[src/rtl/int_level_sched_if.sv]
// Microcode/interrupt bus of the program-level scheduler.
// The slave side is the scheduler; the master side is the microprogram and interrupt sources.
interface int_level_sched_if #(
  parameter int NLEV = 16
);
  localparam int LW = $clog2(NLEV);

  logic [NLEV-1:0] WDATA;
  logic            LD_PID;
  logic            LD_PIE;
  logic [NLEV-1:0] PID_SET;
  logic            LVEXIT;
  logic            ION;
  logic            LVACK;
  logic [LW-1:0]   PIL;
  logic [NLEV-1:0] PID;
  logic [NLEV-1:0] PIE;
  logic            LVREQ;
  logic [LW-1:0]   NEWLVL;
  logic            BUSY;

  modport master (
    output WDATA, LD_PID, LD_PIE, PID_SET, LVEXIT, ION, LVACK,
    input  PIL, PID, PIE, LVREQ, NEWLVL, BUSY
  );

  modport slave (
    input  WDATA, LD_PID, LD_PIE, PID_SET, LVEXIT, ION, LVACK,
    output PIL, PID, PIE, LVREQ, NEWLVL, BUSY
  );
endinterface

[src/rtl/int_level_sched.sv]
// Priority-interrupt level scheduler: PID/PIE/PIL registers, highest-level pick, req/ack switch.
// Request rises one edge after PID/PIE settle; holds LVREQ/NEWLVL until LVACK or ION drops.
module int_level_sched #(
  parameter int NLEV   = 16,
  parameter int SETTLE = 1
) (
  input  logic             clk,
  input  logic             MCL_n,
  int_level_sched_if.slave bus
);
  localparam int LW = $clog2(NLEV);

  typedef enum logic [1:0] {IDLE, REQ, SWITCH, SETL} state_t;

  state_t          state_q, state_d;
  logic [NLEV-1:0] pid_q, pid_d;
  logic [NLEV-1:0] pie_q, pie_d;
  logic [LW-1:0]   pil_q, pil_d;
  logic [LW-1:0]   newlvl_q, newlvl_d;
  logic [1:0]      cnt_q, cnt_d;
  logic [NLEV-1:0] act;
  logic [LW-1:0]   hp;

  // Set strobes are OR'd last so a hardware interrupt is never lost to a load or exit.
  always_comb begin
    pid_d = bus.LD_PID ? bus.WDATA : pid_q;
    if (bus.LVEXIT) pid_d[pil_q] = 1'b0;
    pid_d = pid_d | bus.PID_SET;
    pie_d = bus.LD_PIE ? bus.WDATA : pie_q;
  end

  always_comb begin
    act    = pid_q & pie_q;
    act[0] = 1'b1;
    hp     = '0;
    for (int i = 0; i < NLEV; i++) begin
      if (act[i]) hp = LW'(i);
    end
  end

  always_ff @(posedge clk or negedge MCL_n) begin
    if (!MCL_n) begin
      state_q  <= IDLE;
      pid_q    <= '0;
      pie_q    <= '0;
      pil_q    <= '0;
      newlvl_q <= '0;
      cnt_q    <= '0;
    end else begin
      state_q  <= state_d;
      pid_q    <= pid_d;
      pie_q    <= pie_d;
      pil_q    <= pil_d;
      newlvl_q <= newlvl_d;
      cnt_q    <= cnt_d;
    end
  end

  always_comb begin
    state_d  = state_q;
    pil_d    = pil_q;
    newlvl_d = newlvl_q;
    cnt_d    = cnt_q;
    unique case (state_q)
      IDLE: begin
        if (bus.ION && hp != pil_q) begin
          state_d  = REQ;
          newlvl_d = hp;
        end
      end
      REQ: begin
        // Dropping ION withdraws the request even if the ack arrives on the same edge.
        if (!bus.ION) begin
          state_d = IDLE;
        end else if (bus.LVACK) begin
          state_d = SWITCH;
          pil_d   = newlvl_q;
        end
      end
      SWITCH: begin
        cnt_d   = '0;
        state_d = (SETTLE > 0) ? SETL : IDLE;
      end
      SETL: begin
        cnt_d = cnt_q + 2'd1;
        if (int'(cnt_q) + 1 >= SETTLE) state_d = IDLE;
      end
      default: state_d = IDLE;
    endcase
  end

  always_comb begin
    bus.PIL    = pil_q;
    bus.PID    = pid_q;
    bus.PIE    = pie_q;
    bus.NEWLVL = newlvl_q;
    bus.LVREQ  = (state_q == REQ);
    bus.BUSY   = (state_q == SWITCH) || (state_q == SETL);
  end
endmodule

[src/flat_wrapper.sv]
// flat-port wrapper written by rule: the top's interface ports become plain ports
module int_level_sched_flat 
#(
  parameter int NLEV   = 16,
  parameter int SETTLE = 1
)
  (clk, MCL_n, bus_WDATA, bus_LD_PID, bus_LD_PIE, bus_PID_SET, bus_LVEXIT, bus_ION, bus_LVACK, bus_PIL, bus_PID, bus_PIE, bus_LVREQ, bus_NEWLVL, bus_BUSY);
  int_level_sched_if #(.NLEV(NLEV)) bus_i ();
  input  logic clk;
  input  logic MCL_n;
  input wire logic [$bits(bus_i.WDATA)-1:0] bus_WDATA;
  input wire logic [$bits(bus_i.LD_PID)-1:0] bus_LD_PID;
  input wire logic [$bits(bus_i.LD_PIE)-1:0] bus_LD_PIE;
  input wire logic [$bits(bus_i.PID_SET)-1:0] bus_PID_SET;
  input wire logic [$bits(bus_i.LVEXIT)-1:0] bus_LVEXIT;
  input wire logic [$bits(bus_i.ION)-1:0] bus_ION;
  input wire logic [$bits(bus_i.LVACK)-1:0] bus_LVACK;
  output wire logic [$bits(bus_i.PIL)-1:0] bus_PIL;
  output wire logic [$bits(bus_i.PID)-1:0] bus_PID;
  output wire logic [$bits(bus_i.PIE)-1:0] bus_PIE;
  output wire logic [$bits(bus_i.LVREQ)-1:0] bus_LVREQ;
  output wire logic [$bits(bus_i.NEWLVL)-1:0] bus_NEWLVL;
  output wire logic [$bits(bus_i.BUSY)-1:0] bus_BUSY;
  assign bus_i.WDATA = bus_WDATA;
  assign bus_i.LD_PID = bus_LD_PID;
  assign bus_i.LD_PIE = bus_LD_PIE;
  assign bus_i.PID_SET = bus_PID_SET;
  assign bus_i.LVEXIT = bus_LVEXIT;
  assign bus_i.ION = bus_ION;
  assign bus_i.LVACK = bus_LVACK;
  assign bus_PIL = bus_i.PIL;
  assign bus_PID = bus_i.PID;
  assign bus_PIE = bus_i.PIE;
  assign bus_LVREQ = bus_i.LVREQ;
  assign bus_NEWLVL = bus_i.NEWLVL;
  assign bus_BUSY = bus_i.BUSY;
  int_level_sched #(.NLEV(NLEV), .SETTLE(SETTLE)) u_core (.clk(clk), .MCL_n(MCL_n), .bus(bus_i));
endmodule
[config.mk]
export PLATFORM = sky130hd
export DESIGN_NAME = int_level_sched_flat
export DESIGN_NICKNAME = d
export VERILOG_FILES = /design/src/rtl/int_level_sched_if.sv /design/src/rtl/int_level_sched.sv /design/src/flat_wrapper.sv
export SDC_FILE = /design/constraint.sdc
export NUM_CORES = 1
export LEC_CHECK = 0
export BUFFER_PORTS_ARGS = -buffer_cell sky130_fd_sc_hd__buf_2
export CAP_MARGIN = 10
export CORE_ASPECT_RATIO = 1.1
export CORE_MARGIN = 1.5
export CORE_UTILIZATION = 45
export CTS_BUF_LIST = sky130_fd_sc_hd__clkbuf_16
export DETAILED_ROUTE_END_ITERATION = 8
export PLACE_DENSITY_LB_ADDON = 0.3
export SETUP_SLACK_MARGIN = 0.4
export SYNTH_ARGS = -nofsm -noshare
export SYNTH_HDL_FRONTEND = slang
export SYNTH_SLANG_ARGS = --single-unit
[constraint.sdc]
create_clock -name clk -period 2.7 [get_ports clk]
set_clock_uncertainty 0.05 [all_clocks]
set_input_delay 0.27 -clock clk [delete_from_list [all_inputs] [get_ports clk]]
set_output_delay 0.27 -clock clk [all_outputs]
set_load 0.01 [all_outputs]
# Word level (Yosys, flattened, before mapping)
# Index checks and enable logic that the tools add are counted.
[word_totals]
reg_bits = 44
word_cells = 55
[op_classes]
add_sub_neg = 2
n_lt_le_gt_ge = 3
n_eq_ne = 7
mux = 25
bitwise_logic = 4
n_reduce_logical = 8
[op_table]
columns = ["cell", "n"]
rows = [
  ["AND 16 bit", 2],
  ["greater-or-equal comparator 32 x 2 -> 1 bit, second input constant", 1],
  ["2-to-1 mux 16 bit", 2],
  ["2-to-1 mux 4 bit", 8],
  ["NOT 16 bit", 1],
  ["OR 16 bit", 1],
  ["2-to-1 mux 2 bit", 6],
  ["2-to-1 mux 3 bit", 4],
  ["case mux 2 bit (4 select lines)", 1],
  ["AND reduction 3 bit", 2],
  ["< comparator 4 x 5 -> 1 bit, second input constant", 1],
  ["demux 1 bit (select 4 bit)", 1],
  ["equality test 2 bit, second input constant", 2],
  ["greater-or-equal comparator 4 x 1 -> 1 bit, second input constant", 1],
  ["!= test 2 x 1 -> 1 bit, second input constant", 2],
  ["!= test 4 bit", 1],
  ["case mux 2 bit (2 select lines)", 1],
  ["adder 2 x 1 -> 3 bit, second input constant", 1],
  ["!= test 3 bit, second input constant", 1],
  ["adder 2 x 1 -> 2 bit, second input constant", 1],
  ["equality test 2 x 1 -> 1 bit, second input constant", 1],
  ["logical AND 1 bit", 2],
  ["zero test 2 bit", 1],
  ["2-to-1 mux 1 bit", 2],
  ["3 further kinds", 3],
]

# Logic depth before layout (Yosys ltp)
# Gate-level depths: netlist of run 1.
[logic_depth]
ltp_word = 20
mapped_depth = 8

# Worst setup path after synthesis of run 1
# Ideal clock, no wire load.
[synth_path]
kind = "reg2reg"
startpoint = "register u_core.pie_q[5] (netlist: u_core.bus.PIE[5])"
endpoint = "register u_core.newlvl_q[2] (netlist: u_core.bus.NEWLVL[2])"
setup_ns = 0.125
arrival_time_ns = 1.744
required_time_ns = 2.525
setup_slack_ns = 0.781
path_stages_with_launch = 8
synth_period_minus_slack_ns = 1.919
path_cell_list = "dfrtp_1 > a22o_1 > a31o_1 > a21oi_2 > o21ai_4 > xnor2_2 > a21oi_4 > mux2_4"
[synth_via]
elab_chain_len = 15
[synth_rtl]
columns = ["item", "line", "source"]
rows = [
  ["start: declaration", "int_level_sched.sv:17", "logic [NLEV-1:0] pie_q, pie_d;"],
  ["start signal: assignment", "int_level_sched.sv:52", "pie_q <= pie_d;"],
  ["AND 16 bit *", "int_level_sched.sv:33", "act = pid_q & pie_q;"],
  ["2-to-1 mux 3 bit * (3 in series)", "int_level_sched.sv:37", "if (act[i]) hp = LW'(i);"],
  ["2-to-1 mux 4 bit * (8 in series)", "int_level_sched.sv:37", ""],
  ["!= test 4 bit", "int_level_sched.sv:66", "if (bus.ION && hp != pil_q) begin"],
  ["logical AND 1 bit", "int_level_sched.sv:66", ""],
  ["AND reduction 2 bit (no line)", "-", ""],
  ["end signal: assignment", "int_level_sched.sv:54", "newlvl_q <= newlvl_d;"],
  ["end: declaration", "int_level_sched.sv:19", "logic [LW-1:0] newlvl_q, newlvl_d;"],
]
# Every way passes the cells marked *; elsewhere a longest branch is shown, timed or not.
# A chain may end at the register's enable or synchronous reset.

# Worst setup path in the final report of run 1
[layout_path]
startpoint = "register u_core.pie_q[5] (netlist: u_core.bus.PIE[5])"
endpoint = "register u_core.newlvl_q[3] (netlist: u_core.bus.NEWLVL[3])"
[layout_via]
elab_chain_len = 15
[layout_rtl]
columns = ["item", "line"]
rows = [
  ["AND 16 bit", "int_level_sched.sv:33"],
  ["2-to-1 mux 3 bit (3 in series)", "int_level_sched.sv:37"],
  ["2-to-1 mux 4 bit (8 in series)", "int_level_sched.sv:37"],
  ["!= test 4 bit", "int_level_sched.sv:66"],
  ["logical AND 1 bit", "int_level_sched.sv:66"],
  ["AND reduction 2 bit (no line)", "-"],
]
# No other way between the ends.

==> results of run 1 <==
layer usage:
| layer | wire, um | track usage, % | up-vias |
|---|---|---|---|
| li1 | - | - | 909 |
| met5 | 0 | 0 | - |
| met1 | 2470 | 29.3 | 914 |
| met2 | 2700 | 33.5 | 79 |
| met3 | 401 | 5.01 | 9 |
| met4 | 91 | 6.42 | 0 |
path summary, 6_finish.rpt:
path,start,to,slack [ns],depth (start not counted)
max,u_core.bus.PIE[5],u_core.bus.NEWLVL[3],0.69,7
min reg2reg,u_core.bus.PIE[0],u_core.bus.PIE[0],0.46,1
max reg2reg,u_core.bus.PIE[5],u_core.bus.NEWLVL[3],0.69,7
max in group asynchronous,MCL_n,u_core.bus.PIL[3],1.88,1
min in group clk,bus_PID_SET[0],u_core.bus.PID[0],0.13,2
min,MCL_n,u_core.cnt_q[0],0.1,1
power breakdown:
part           internal [mW]  leakage, nW  total, mW  switching (mW)
Combinational          0.373        0.793      0.833           0.461
Sequential             0.781        0.479      0.939           0.158
Clock                  0.331       0.0648      0.564           0.233
Total                   1.48         1.34       2.34           0.852
stage by stage:
stage / instances / setup slack (ns) / hold slack, ns / instance area, um2 / util, %
2_1_floorplan: 208 / 0.781 / -0.0756 / 2320 / -
3_5_place_dp: 338 / 0.695 / 0.415 / 2760 / 55.6
3_3_place_gp: 338 / 0.739 / 0.416 / 2760 / 55.6
6_report: 345 / 0.687 / 0.0970 / 2900 / 58.3
4_1_cts: 345 / 0.688 / 0.120 / 2900 / 58.3
5_1_grt: 345 / 0.579 / 0.128 / 2900 / 58.3
Yosys cell counts (2+ instances only):
cell | number | area share, %
o211ai_1 | 2 | 0.65
nor4_1 | 2 | 0.54
nor2_1 | 10 | 1.6
nor3_1 | 5 | 1.1
a31oi_1 | 6 | 1.6
nand3_1 | 5 | 1.1
buf_2 | 3 | 0.65
nand3b_1 | 3 | 0.97
o21ai_0 | 5 | 1.1
mux2i_1 | 17 | 7.3
a21oi_2 | 2 | 0.76
a22oi_1 | 2 | 0.65
a21oi_1 | 5 | 1.1
o21bai_1 | 11 | 3.6
mux2_4 | 2 | 1.3
a32oi_1 | 2 | 0.76
clkbuf_1 | 7 | 1.1
or2_2 | 5 | 1.4
ha_1 | 2 | 1.1
inv_1 | 5 | 0.81
dfrtp_1 | 44 | 48
a21oi_4 | 2 | 1.4
a22o_1 | 6 | 2.3
nand2b_1 | 2 | 0.54
mux2_2 | 19 | 9.2
nand2_1 | 20 | 3.2
final cells by class:
cell class                      instances  area (um2)
Sequential cell                        44        1100
Inverter                                5        18.8
Fill cell                             426        2070
Timing Repair Buffer                   82         415
Clock inverter                          2        7.51
Tap cell                               58        72.6
Clock buffer                            5         125
Multi-Input combinational cell        149        1150
kinds of logic (layout without fill, tap and decap cells):
family | Yosys count | in the layout | share of synthesized area [%]
xor+xnor | 2 | 2 | 1.08
mux | 38 | 38 | 17.9
fa+ha+maj | 2 | 2 | 1.08
flops | 44 | 44 | 47.5
simple gates | 59 | 59 | 13.1
buf+inv | 15 | 94 | 2.59
compound gates | 48 | 48 | 16.7
sequential cells by signal, summed over array words and instances (netlist names), named ones only:
register / flops
u_core.bus.PID: 16
u_core.cnt_q: 2
u_core.bus.NEWLVL: 4
u_core.state_q: 1
u_core.bus.PIE: 16
u_core.bus.PIL: 4
==> impl_metrics.ini, run 1 <==
[power]
leakagePower_nw = 1.34
power_density_nw_per_um2 = 807
vdd_ir_drop_max_v = 0.000401
total_power_mw = 2.34

[clock_tree]
htreeDepth = 2
numCtsBuffers = 5
clkLatencyLatePin_ns = 0.28
cts_tree = done
clk_pin_slew_ns = 0.06
clk_path_buf_depth = 2
postCtsResizedCells = 0
cts_setup_buffers = 0
hold_buffers = 0
cts_num_sinks = 44
cts_root_buf = clkbuf_16

[sta]
final.setup.tns_ns = 0
period_share_pct = 74.6
final_max_slew_viol_count = 0
max_clock_freq_mhz = 497
finalHoldViolations = 0
slew-limit-headroom_pct = 33.7
fin_crit_ns = 2.01
setup_viol = 0
tightest_slew_ns = 0.994
rsz0062_at_grt = false

[worst_setup_path]
path_buf_inv = 0
cp_slowest_cell = dfrtp_1
path_cells = a22o_1 -> a31o_1 -> a21oi_2 -> o21ai_4 -> xnor2_2 -> a21oi_4 -> mux2_4
worst_setup_path_end_kind = register
critPathTopFamily = compound AO/OA/AOI/OAI gates
critPathLaunchType = register
crit_type = reg2reg
crit_fanout = 5
cp_slowest_stage_delay_ns = 0.42
required_ns = 2.82
cp.arrival_ns = 2.13

[drt]
vias = 1911
ant_nets = 0
drc = 0
routed_wl_um = 5660
wl_per_cell_um = 16.4
drt_iter0_drc = 78
firstDrtPassIters = 4
via_per_inst = 5.54

[grt]
antenna_found_initial = 0
grt_pass1_vias = 1849
track_usage_pct = 21.3
grt-ovfl-total = 0
grt_pass1_wl_um = 9360
grt_max_degree = 45

[yosys]
yosysSeqAreaShare_pct = 47.5
yosys_warnings = 0
async_reset_ff_share_pct = 100
synth_flop_cell = dfrtp_1
syn_avg_cell_area_um2 = 11.1
ys_types = 40
synth_nets = 249
netlist_area_um2 = 2320
synth-seq-cells = 44
synth-edff-count = 0
syn_inst = 208

[floorplan]
die_h_um = 78.2
coreArea_um2 = 4970
dieArea_um2 = 5590
rows = 27
dieWidth_um = 71.4
io_pins = 81
start_util_pct = 46.6

[cells_and_area]
final_layout_size_suffix_gt1_share_pct = 43.6
antenna_cells = 0
synthToLayoutAreaGrowth_pct = 25.0
layout_common_cells = 80 x buf_2, 44 x dfrtp_1, 20 x nand2_1, 19 x mux2_2, 17 x mux2i_1
final_common_cell = buf_2
finalNetCount = 328

[run_status]
status = completed

[flow_run]
drv_cap = 0

[min_path]
holdCritPathClass = in2async

[placed_design]
gp_congestion = 0.771
dp_hpwl_um = 4230
portBuffers = 80
(Power assumes the default switching activity.)
==> inputs of run 2 (changes only) <==
Settings changed: ABC_AREA set to 1, CORE_UTILIZATION 45 to 44.
Clock period 2.7 ns to 1.8 ns, I/O delays scaled along.
==> impl_metrics.ini, run 2 <==
[run_status]
status = finished, violations left
violations = setup timing

[yosys]
synth_commonest_cells = 63 x nand2_1, 44 x dfrtp_1, 29 x nor2_1
yosys.area.top_type = dfrtp_1
yosysSeqAreaShare_pct = 49.5
syn_inst = 263
netlist_area_um2 = 2220
syn_avg_cell_area_um2 = 8.45
synth_top_area_share_pct = 49.5
yosys-top-cells-area = dfrtp_1 50%, nand2_1 11%, mux2_1 6.1%, nor2_1 4.9%, inv_1 4.1%
yosysMostFrequentCell = nand2_1
async_reset_ff_share_pct = 100
yosys_warnings = 0
ys_types = 22
synth-seq-cells = 44
synth-edff-count = 0
synth_flop_cell = dfrtp_1
synth_nets = 304

[grt]
grt-ovfl-total = 0
grt_pass1_vias = 1901
grt_pass1_wl_um = 9180
antenna_found_initial = 0
track_usage_pct = 21.0
grt_max_degree = 27

[worst_setup_path]
critPathLaunchType = register
crit_type = reg2reg
path_cells = nand2_1 -> nand2_1 -> nand2_1 -> nand2_1 -> nand2_1 -> nand2_1 -> nand2_1 -> nand2_1 -> nand2_1 -> nand2_1 -> nand2_1 -> nand2_1 -> nand2_1 -> nand2_2 -> nand2_2 -> nand2_2 -> nand3_4 -> nand3_4 -> nand2_1 -> nand2_1
crit_fanout = 6
reg2reg_depth = 20
cp_slowest_cell = dfrtp_1
cp_common_cell = nand2_1
worst_setup_path_end_kind = register
cp.depth = 20
reg2reg_from = u_core.bus.PID[2]
critPathTopFamily = simple AND/OR/NAND/NOR gates
required_ns = 1.92
cp.arrival_ns = 1.96
r2r_slack_ns = -0.04
timing.rr.end = u_core.bus.NEWLVL[0]
cp_slowest_stage_delay_ns = 0.38
path_buf_inv = 0
cp-startpoint = u_core.bus.PID[2]

[cells_and_area]
final_layout_size_suffix_gt1_share_pct = 34.0
finalNetCount = 393
final_area_um2 = 2920
layout_common_cells = 80 x buf_2, 58 x nand2_1, 44 x dfrtp_1, 29 x nor2_1, 25 x inv_1
antenna_cells = 0
n_fill_cell = 434
synthToLayoutAreaGrowth_pct = 31.2
final_common_cell = buf_2

[sta]
final.setup.tns_ns = -0.0935
setup_viol = 4
slew-limit-headroom_pct = 64.5
hold_ws_ns = 0.0316
tightest_slew_ns = 0.532
fin_crit_ns = 1.84
final_max_slew_viol_count = 0
max_clock_freq_mhz = 544
period_share_pct = 102
setup_ws_ns = -0.0396
finalHoldViolations = 0
rsz0062_at_grt = true

[clock_tree]
clkLatencyLatePin_ns = 0.29
cts_num_sinks = 44
clk_path_buf_depth = 2
htreeDepth = 2
clk_pin_slew_ns = 0.06
cts_tree = done
cts_root_buf = clkbuf_16
numCtsBuffers = 5

[drt]
via_per_inst = 5.07
routed_wl_um = 5620
drt_iter0_drc = 84
ant_nets = 0
firstDrtPassIters = 4
vias = 2074
wl_per_cell_um = 13.7
drc = 0

[floorplan]
start_util_pct = 46.8
coreArea_um2 = 4750
io_pins = 81
die_h_um = 77.6
dieArea_um2 = 5490
rows = 26
dieWidth_um = 70.8

[min_path]
hold_depth = 3
hp-start = bus_PID_SET[3]
whs_endpoint = u_core.bus.PID[3]
holdCritPathClass = in2reg

[power]
total_power_mw = 3.44
power_density_nw_per_um2 = 1180
leakagePower_nw = 1.48
vdd_ir_drop_max_v = 0.000697

[flow_run]
drv_cap = 0

[placed_design]
gp_congestion = 0.838
placed_cell_area_um2 = 2690
dp_hpwl_um = 4210
portBuffers = 80
## run 2: power by group
| part | leakage, nW | total (mW) | switching [mW] | internal [mW] |
|---|---|---|---|---|
| sequential | 0.480 | 1.40 | 0.220 | 1.18 |
| clock | 0.0687 | 0.873 | 0.369 | 0.504 |
| combinational | 0.934 | 1.17 | 0.706 | 0.460 |
## run 2: worst max path at each step
stage / endpoint / slack [ns]
4_1_cts: u_core.bus.NEWLVL[0] / 0.01
5_1_grt: u_core.bus.NEWLVL[3] / -0.26
6_report: u_core.bus.NEWLVL[0] / -0.04
3_3_place_gp: u_core.bus.NEWLVL[1] / -0.02
3_5_place_dp: u_core.bus.NEWLVL[1] / -0.05
2_1_floorplan: u_core.bus.NEWLVL[0] / 0.16
## run 2: worst min-delay path, delay by kind of cell
family        cells  cell delay [ns]
simple gates      1             0.05
buf+inv           2             0.10
## run 2: through the flow
step | setup slack (ns) | utilization, % | std cells
after floorplan | 0.157 | - | 263
after global placement | -0.0177 | 56.6 | 393
after detailed placement | -0.0458 | 56.6 | 393
after CTS | 0.0131 | 60.9 | 408
after global routing | -0.257 | 61.4 | 409
final | -0.0396 | 61.4 | 409
## run 2: cell type report
cell class / count / area (um2) / share of cell area [%]
Sequential cell: 44 / 1100 / 37.8
Timing Repair Buffer: 90 / 490 / 16.8
Clock buffer: 5 / 125 / 4.29
Clock inverter: 3 / 15.0 / 0.515
Inverter: 29 / 109 / 3.73
Tap cell: 56 / 70.1 / 2.40
Multi-Input combinational cell: 182 / 1010 / 34.5
## run 2: cells by family after synthesis
family                   Yosys count  share of synthesized area [%]
flip-flops                        44                           49.5
AND/OR/NAND/NOR                  116                           22.8
multiplexers                      12                           6.08
AO/OA/AOI/OAI                     50                           13.2
buffers and inverters             37                           6.42
adder cells (fa/ha/maj)            2                           1.13
XOR/XNOR                           2                          0.788
## run 2: repair_timing
action	in CTS	in global routing
gates cloned	0	0
pin swaps	3	1
resized for setup	3	5
endpoints found under the hold margin	21	0
setup endpoints to repair	5	9
setup buffers	6	1
hold buffers	1	0
## run 2: per-layer routing
layer | routed length [um] | track usage, %
met1 | 2420 | 28.2
met5 | 0 | 0
met4 | 53 | 5.09
met3 | 275 | 4.55
met2 | 2870 | 34.5
==> inputs of run 3 (changes only) <==
Settings changed: HOLD_SLACK_MARGIN set to 0.05.
==> impl_metrics.ini, run 3 (synthesis gave the netlist of run 2 again) <==
[run_status]
status = finished, violations left
violations = setup timing

[worst_setup_path]
crit_fanout = 6
crit_type = reg2reg
worst_setup_path_end_kind = register
r2r_slack_ns = -0.04
cp.arrival_ns = 1.96
reg2reg_from = u_core.bus.PID[2]
reg2reg_depth = 20
timing.rr.end = u_core.bus.NEWLVL[0]
required_ns = 1.92
critPathLaunchType = register

[cells_and_area]
finalNetCount = 407
final_common_cell = buf_2
layout_common_cells = 80 x buf_2, 58 x nand2_1, 44 x dfrtp_1, 29 x nor2_1, 25 x inv_1
final_layout_size_suffix_gt1_share_pct = 33.0
final_core_utilization_pct = 64.3
antenna_cells = 0
stdcell_count = 423
synthToLayoutAreaGrowth_pct = 37.4

[sta]
setup_ws_ns = -0.0393
hold_ws_ns = 0.0488
setup_viol = 4
tightest_slew_ns = 0.530
finalHoldViolations = 0
rsz0062_at_grt = true
slew-limit-headroom_pct = 64.7
final.setup.tns_ns = -0.0977
period_share_pct = 102
fin_crit_ns = 1.84
max_clock_freq_mhz = 544
final_max_slew_viol_count = 0

[clock_tree]
clk_pin_slew_ns = 0.06
cts_num_sinks = 44
clk_path_buf_depth = 2
cts_root_buf = clkbuf_16
htreeDepth = 2
clkLatencyLatePin_ns = 0.29
cts_tree = done
numCtsBuffers = 5

[floorplan]
die_h_um = 77.6
dieWidth_um = 70.8
coreArea_um2 = 4750
start_util_pct = 46.8
io_pins = 81
dieArea_um2 = 5490
rows = 26

[min_path]
hp-start = bus_PID_SET[9]
hold_depth = 2
whs_endpoint = u_core.bus.PID[9]
holdCritPathClass = in2reg

[drt]
vias = 2117
via_per_inst = 5.00
drc = 0
routed_wl_um = 5760
ant_nets = 0
wl_per_cell_um = 13.6
firstDrtPassIters = 4
drt_iter0_drc = 76

[grt]
grt_max_degree = 27
grt_pass1_wl_um = 9330
grt_pass1_vias = 1942
track_usage_pct = 21.3
antenna_found_initial = 0
grt-ovfl-total = 0

[placed_design]
gp_congestion = 0.838
dp_hpwl_um = 4210
dp.cells = 393
portBuffers = 80
pre_cts_ws_ns = -0.0458

[flow_run]
drv_cap = 0

[power]
vdd_ir_drop_max_v = 0.000700
power_density_nw_per_um2 = 1140
leakagePower_nw = 1.54
-- run 3: cell count changes in the layout (fill, tap and decap cells not counted), sizes merged --
cell,delta
buf,+1
dlygate4sd3,+13
-- run 3: area by class of cell --
type | count | area (um2)
tap | 56 | 70.1
clock buffer | 5 | 125
fill | 413 | 1700
inverter | 29 | 109
multi-input combinational | 182 | 1010
sequential | 44 | 1100
timing repair buffer | 104 | 628
clock inverter | 3 | 15.0
-- run 3: report_power, final --
group | total [mW] | internal, mW | switching (mW) | leakage [nW]
Sequential | 1.40 | 1.18 | 0.220 | 0.480
Clock | 0.877 | 0.504 | 0.373 | 0.0687
Combinational | 1.19 | 0.481 | 0.709 | 0.993
Total | 3.47 | 2.17 | 1.30 | 1.54
-- run 3: critical path, stage by stage (launching register included) --
cell and delay (ns):
dfrtp_1 0.39, nand2_1 0.08, nand2_1 0.06, nand2_1 0.07, nand2_1 0.05, nand2_1 0.05
nand2_1 0.04, nand2_1 0.05, nand2_1 0.05, nand2_1 0.06, nand2_1 0.05, nand2_1 0.06
nand2_1 0.05, nand2_1 0.06, nand2_2 0.07, nand2_2 0.09, nand2_2 0.06, nand3_4 0.10
nand3_4 0.10, nand2_1 0.09, nand2_1 0.04
-- run 3: worst max path at each step --
stage | from | endpoint | slack [ns] | cells past startpoint
final | u_core.bus.PID[2] | u_core.bus.NEWLVL[0] | -0.04 | 20
after detailed placement | u_core.bus.PIE[2] | u_core.bus.NEWLVL[1] | -0.05 | 20
after global placement | u_core.bus.PID[2] | u_core.bus.NEWLVL[1] | -0.02 | 20
after global routing | u_core.bus.PIE[2] | u_core.bus.NEWLVL[3] | -0.26 | 20
after CTS | u_core.bus.PIE[2] | u_core.bus.NEWLVL[0] | 0.01 | 20
after floorplan | u_core.bus.PIE[2] | u_core.bus.NEWLVL[0] | 0.16 | 20
-- run 3: metal layers --
metal / global-route usage [%] / part of all wire [%] / up-vias
met5: 0 / 0 / -
met3: 4.42 / 4.9 / 7
li1: - / - / 1057
met1: 28.6 / 43 / 995
met4: 5.09 / 1.1 / 0
met2: 35.2 / 51 / 58
-- run 3: through the flow --
step / cell area [um2] / power [mW]
2_1_floorplan: 2220 / 2.09
3_3_place_gp: 2690 / 2.49
3_5_place_dp: 2690 / 2.52
4_1_cts: 3020 / 3.45
5_1_grt: 3050 / 3.70
6_report: 3050 / 3.47
-- run 3: timing repair --
item                       in CTS  in global routing
pin swaps                       3                  1
hold buffers                   14                  0
setup endpoints to repair       5                  9
buffers inserted                6                  2
gates resized for setup         3                  5
hold endpoints to repair       34                  0
